<file path="src/rtl/rvfi_trace_buffer.sv">
// RVFI retirement trace buffer: captures retired instructions into a FWFT FIFO,
// either continuously (stream) or as a one-shot window starting at a trigger PC.
module rvfi_trace_buffer #(
  parameter int DEPTH = 16,
  parameter int CNT_W = 16
) (
  input  logic                       clk,
  input  logic                       reset,
  input  logic                       rvfi_valid,
  input  logic [31:0]                rvfi_pc_rdata,
  input  logic [31:0]                rvfi_insn,
  input  logic [31:0]                rvfi_rd_wdata,
  input  logic [31:0]                rvfi_mem_addr,
  input  logic [4:0]                 rvfi_rd_addr,
  input  logic                       cfg_enable,
  input  logic                       cfg_mode,
  input  logic [31:0]                cfg_trig_pc,
  output logic                       trc_valid,
  input  logic                       trc_ready,
  output logic [CNT_W-1:0]           trc_seq,
  output logic [31:0]                trc_pc,
  output logic [31:0]                trc_insn,
  output logic [31:0]                trc_rd_wdata,
  output logic [31:0]                trc_mem_addr,
  output logic [4:0]                 trc_rd_addr,
  output logic [$clog2(DEPTH):0]     level,
  output logic [CNT_W-1:0]           drop_cnt,
  output logic [1:0]                 state
);

  localparam int PTR_W = $clog2(DEPTH);
  localparam int LVL_W = PTR_W + 1;

  typedef enum logic [1:0] {
    S_IDLE    = 2'd0,
    S_ARMED   = 2'd1,
    S_CAPTURE = 2'd2,
    S_DONE    = 2'd3
  } state_e;

  typedef struct packed {
    logic [CNT_W-1:0] seq;
    logic [31:0]      pc;
    logic [31:0]      insn;
    logic [31:0]      rd_wdata;
    logic [31:0]      mem_addr;
    logic [4:0]       rd_addr;
  } entry_t;

  entry_t           mem_q [DEPTH];
  state_e           state_q, state_d;
  logic             mode_q, mode_d;
  logic [PTR_W-1:0] wr_ptr_q, wr_ptr_d;
  logic [PTR_W-1:0] rd_ptr_q, rd_ptr_d;
  logic [LVL_W-1:0] level_q, level_d;
  logic [LVL_W-1:0] taken_q, taken_d;
  logic [CNT_W-1:0] seq_q, seq_d;
  logic [CNT_W-1:0] drop_q, drop_d;

  logic   trig_hit, capture, pop, full, push, drop;
  entry_t wr_entry, shown;

  always_comb begin
    trig_hit = rvfi_valid && (rvfi_pc_rdata == cfg_trig_pc);
    capture  = cfg_enable && (((state_q == S_CAPTURE) && rvfi_valid) ||
                              ((state_q == S_ARMED) && trig_hit));
    pop      = (level_q != '0) && trc_ready;
    full     = (level_q == LVL_W'(DEPTH));
    // A pop in the same cycle frees the slot the push needs.
    push     = capture && (!full || pop);
    drop     = capture && full && !pop;

    wr_entry          = '0;
    wr_entry.seq      = seq_q;
    wr_entry.pc       = rvfi_pc_rdata;
    wr_entry.insn     = rvfi_insn;
    wr_entry.rd_wdata = rvfi_rd_wdata;
    wr_entry.mem_addr = rvfi_mem_addr;
    wr_entry.rd_addr  = rvfi_rd_addr;

    wr_ptr_d = push ? wr_ptr_q + PTR_W'(1) : wr_ptr_q;
    rd_ptr_d = pop  ? rd_ptr_q + PTR_W'(1) : rd_ptr_q;
    level_d  = level_q + LVL_W'(push) - LVL_W'(pop);
    drop_d   = (drop && (drop_q != '1)) ? drop_q + CNT_W'(1) : drop_q;

    state_d = state_q;
    mode_d  = mode_q;
    seq_d   = capture ? seq_q + CNT_W'(1) : seq_q;
    taken_d = capture ? taken_q + LVL_W'(1) : taken_q;

    if (!cfg_enable) begin
      state_d = S_IDLE;
    end else begin
      case (state_q)
        S_IDLE: begin
          mode_d  = cfg_mode;
          state_d = cfg_mode ? S_ARMED : S_CAPTURE;
          seq_d   = '0;
          taken_d = '0;
        end
        S_ARMED:   if (trig_hit) state_d = S_CAPTURE;
        // The trigger already counted as the first of the DEPTH captures.
        S_CAPTURE: if (mode_q && capture && (taken_q == LVL_W'(DEPTH - 1))) state_d = S_DONE;
        default:   state_d = state_q;
      endcase
    end
  end

  always_ff @(posedge clk) begin
    if (reset) begin
      state_q  <= S_IDLE;
      mode_q   <= 1'b0;
      wr_ptr_q <= '0;
      rd_ptr_q <= '0;
      level_q  <= '0;
      taken_q  <= '0;
      seq_q    <= '0;
      drop_q   <= '0;
    end else begin
      state_q  <= state_d;
      mode_q   <= mode_d;
      wr_ptr_q <= wr_ptr_d;
      rd_ptr_q <= rd_ptr_d;
      level_q  <= level_d;
      taken_q  <= taken_d;
      seq_q    <= seq_d;
      drop_q   <= drop_d;
    end
  end

  always_ff @(posedge clk) begin
    if (!reset && push) mem_q[wr_ptr_q] <= wr_entry;
  end

  // Payload reads as zero whenever nothing is buffered, including after reset.
  always_comb begin
    shown        = trc_valid ? mem_q[rd_ptr_q] : '0;
    trc_seq      = shown.seq;
    trc_pc       = shown.pc;
    trc_insn     = shown.insn;
    trc_rd_wdata = shown.rd_wdata;
    trc_mem_addr = shown.mem_addr;
    trc_rd_addr  = shown.rd_addr;
  end

  assign trc_valid = (level_q != '0);
  assign level     = level_q;
  assign drop_cnt  = drop_q;
  assign state     = state_q;

endmodule

</file>
<file path="config.mk">
export PLATFORM = sky130hd
export DESIGN_NAME = rvfi_trace_buffer
export DESIGN_NICKNAME = d
export VERILOG_FILES = /design/src/rtl/rvfi_trace_buffer.sv
export SDC_FILE = /design/constraint.sdc
export NUM_CORES = 2
export LEC_CHECK = 0
export ABC_AREA = 1
export CORE_UTILIZATION = 55
export CTS_CLUSTER_DIAMETER = 150
export DETAILED_ROUTE_END_ITERATION = 7
export GPL_ROUTABILITY_DRIVEN = 0
export PLACE_DENSITY_LB_ADDON = 0.25
export SLEW_MARGIN = 20
export SYNTH_ARGS = -nofsm -noshare
export SYNTH_HDL_FRONTEND = slang
export SYNTH_SLANG_ARGS = --single-unit
</file>
<file path="constraint.sdc">
create_clock -name clk -period 9.4 [get_ports clk]
set_clock_uncertainty 0.05 [all_clocks]
set_input_delay 1.88 -clock clk [delete_from_list [all_inputs] [get_ports clk]]
set_output_delay 1.88 -clock clk [all_outputs]
set_load 0.05 [all_outputs]
</file>
==> results.cfg <==
[outcome]
status = finished, final reports clean

[place]
place_ws_ns = 2.10
place_hpwl_um = 124000
placement.io_buffers = 343
place_inst = 9132

[drt]
wl_um = 249000
vias_per_cell = 6.36
first_pass_iters = 5
drt-initial-drc-count = 7997
wire_per_inst_um = 26.0
via_count = 60900
remaining_drc_errors = 0
drtAntennaViolNets = 0

[sta]
finalCritPeriodShare_pct = 79.8
min_period_ns = 7.50
max_slew_margin_pct = 4.23
max_freq_ghz = 0.133
setup_tns_ns = 0
tightest_slew_ns = 1.44
worst_slack_ns = 1.90
finalMaxSlewViolations = 0
hold_viol = 0
rsz0062_at_grt = no
setup_viol = 0

[floorplanning]
io_pins = 344
dieArea_um2 = 175000
die_h_um = 418
core_um2 = 172000
die_width_um = 418
rows = 152
start_util_pct = 55.4

[synth]
synthArstFlopShare_pct = 0
synth_seq_cells = 2441
syn_nets = 7089
synthCells = 6898
synth_fa_ha_area_share_pct = 0.271
ys.flop_type = edfxtp_1
synth_cell_type_count = 35
muxShareOfSynthArea_pct = 0
ys_seq_area_share_pct = 76.5
synth_area_um2 = 95100
synth_xor_xnor_area_share_pct = 0.203
synth_simple_gate_area_share_pct = 6.65
synth_compound_area_share_pct = 13.8
yosysWarnings = 0
synth_edf_count = 2384
synth_top_family_by_area = compound AO/OA/AOI/OAI gates
syn_area_per_cell_um2 = 13.8

[clocking]
postCtsSetupBuffers = 0
cts_inserted_buffers = 231
cts-root-buf = clkbuf_16
path_clk_slew_ns = 0.06
cts_num_sinks = 2441
clk_latency_ns = 0.86
cts-resized-gates = 0
cts_max_level = 4
clk_path_buf_depth = 3
cts_tree = done
postCtsHoldBufs = 0

[worst_setup_path]
cp.arrival_ns = 5.57
critPathTopFamily = buffers and inverters
critPathBufInv = 3
regToRegSetupSlack_ns = 5.05
cp-start-kind = flop
path_class = reg2out
slowest_stage = clkdlybuf4s50_1
max_stage_delay_ns = 0.98
critPathMaxFanout = 187
critPathRequiredTime_ns = 7.47
cp-end-kind = primary output
reg2reg_to = mem_q[10][103]
crit_chain = buf_4 > buf_12 > o21ai_0 > o221ai_1 > nand3_1 > a21oi_1 > clkdlybuf4s50_1
worstReg2RegStart = state[1]
r2r_cells = 10

[min_path]
hold_end = mode_q
hold_depth = 2
hp-class = reg2reg
hp-start = mode_q

[global_routing]
grt_use_total_pct = 28.4
grt_max_degree = 281
grt_antenna_before_repair = 16
grt_pass1_vias = 59500
grt_overflow = 0
grt_pass1_wl_um = 373000

[finish]
fillers = 12400
nets = 7250
syn2layout_area_growth_pct = 14.0
layout-drive-gt1-share_pct = 6.20
utilization_pct = 63.1
multi_input_area_um2 = 20100
fin_cells = 9583
final_common_cell = edfxtp_1
layout_common_cells = edfxtp_1 (2384), nor2_1 (1279), o21ai_0 (1211), o221ai_1 (421), clkdlybuf4s50_1 (343)
seqCellArea_um2 = 72700

[pwr]
power_density_nw_per_um2 = 262
p_total_mw = 28.4
p_leak_nw = 33.5
peakVddDrop_v = 0.000250

[run]
maxCapViolCount = 0
[logic make-up (layout without fill, tap and decap cells)]
family / after synthesis / in the layout
and+or+nand+nor: 1616 / 1616
xor gates and xnor gates: 22 / 22
adders and majority gates: 20 / 20
AOI/OAI and AO/OA: 2175 / 2175
other: 0 / 16
buffers and inverters: 624 / 983
DFF: 2441 / 2441
[stage by stage]
step | area, um2 | hold WS (ns)
2_1_floorplan | 95100 | 0.390
3_3_place_gp | 101000 | 0.400
3_5_place_dp | 101000 | 0.406
4_1_cts | 108000 | 0.413
5_1_grt | 108000 | 0.438
6_report | 108000 | 0.410
[final cells by class]
| cell class | instances | area share (%) |
|---|---|---|
| timing repair buffer | 448 | 4.39 |
| tap | 2310 | 2.67 |
| sequential | 2441 | 67.1 |
| inverter | 104 | 0.392 |
| clock inverter | 143 | 1.34 |
| antenna | 16 | 0.0369 |
| clock buffer | 288 | 5.55 |
| multi-input combinational | 3833 | 18.5 |
[metal layers]
metal | vias up | global-route usage (%) | share of wire [%]
li1 | 26700 | - | -
met1 | 30600 | 39.4 | 40
met2 | 3131 | 46.1 | 49
met3 | 459 | 4.28 | 8.6
met4 | 4 | 10.0 | 3.2
met5 | - | 0 | 0.0084
[cells in the mapped netlist (2+ instances only)]
cell type     n  area, um2
edfxtp_1   2384      71600
nor2_1     1295       4860
o21ai_0    1211       6060
clkbuf_1    440       1650
o221ai_1    421       3690
a21oi_1     177        886
o22ai_1     176       1100
o211ai_1    175       1310
nand3_1     150        751
nand2_1     139        522
inv_1       100        375
buf_2        58        290
dfxtp_1      57       1140
buf_1        20       75.1
ha_1         19        238
nor3_1       16       80.1
xnor2_1      11       96.3
xor2_1       11       96.3
a211oi_1      7       52.6
nand4_1       7       43.8
o21bai_1      3       22.5
buf_4         2       15.0
clkinv_1      2       7.51
inv_2         2       7.51
nand3b_1      2       15.0
nor4_1        2       12.5
o21ai_1       2       10.0
or2_2         2       12.5
[sequential cells by signal, indices dropped and copies added (netlist names), named ones only]
name / count
rd_ptr_q: 4
level: 5
mode_q: 1
seq_q: 16
mem_q: 2384
state: 2
taken_q: 5
wr_ptr_q: 4
drop_cnt: 16
[worst max-delay path by stage]
| stage | cells past startpoint | slack, ns | end |
|---|---|---|---|
| after global placement | 17 | 2.18 | mem_q[14][28] |
| final | 7 | 1.90 | trc_seq[4] |
| after global routing | 7 | 1.64 | trc_seq[4] |
| after detailed placement | 14 | 2.10 | mem_q[10][105] |
| after CTS | 7 | 1.84 | trc_seq[4] |
| after floorplan | 14 | -0.66 | mem_q[0][0] |
[worst reg2reg max path: stages, from the launching register on]
cell and delay, ns:
dfxtp_1 0.35, inv_1 0.11, ha_1 0.37, nand3_1 0.37, a21oi_2 0.22, buf_4 0.28, nand2_1 0.28, inv_1 0.24
nand2_1 0.27, nor2_4 0.89, buf_12 0.50
[report_power, final]
group,internal [mW],switching (mW),leakage [nW]
sequential,11.9,0.0757,21.8
combinational,1.93,5.23,8.05
clock,5.15,4.02,3.60
total,19.0,9.33,33.5
(Power assumes the default switching activity.)
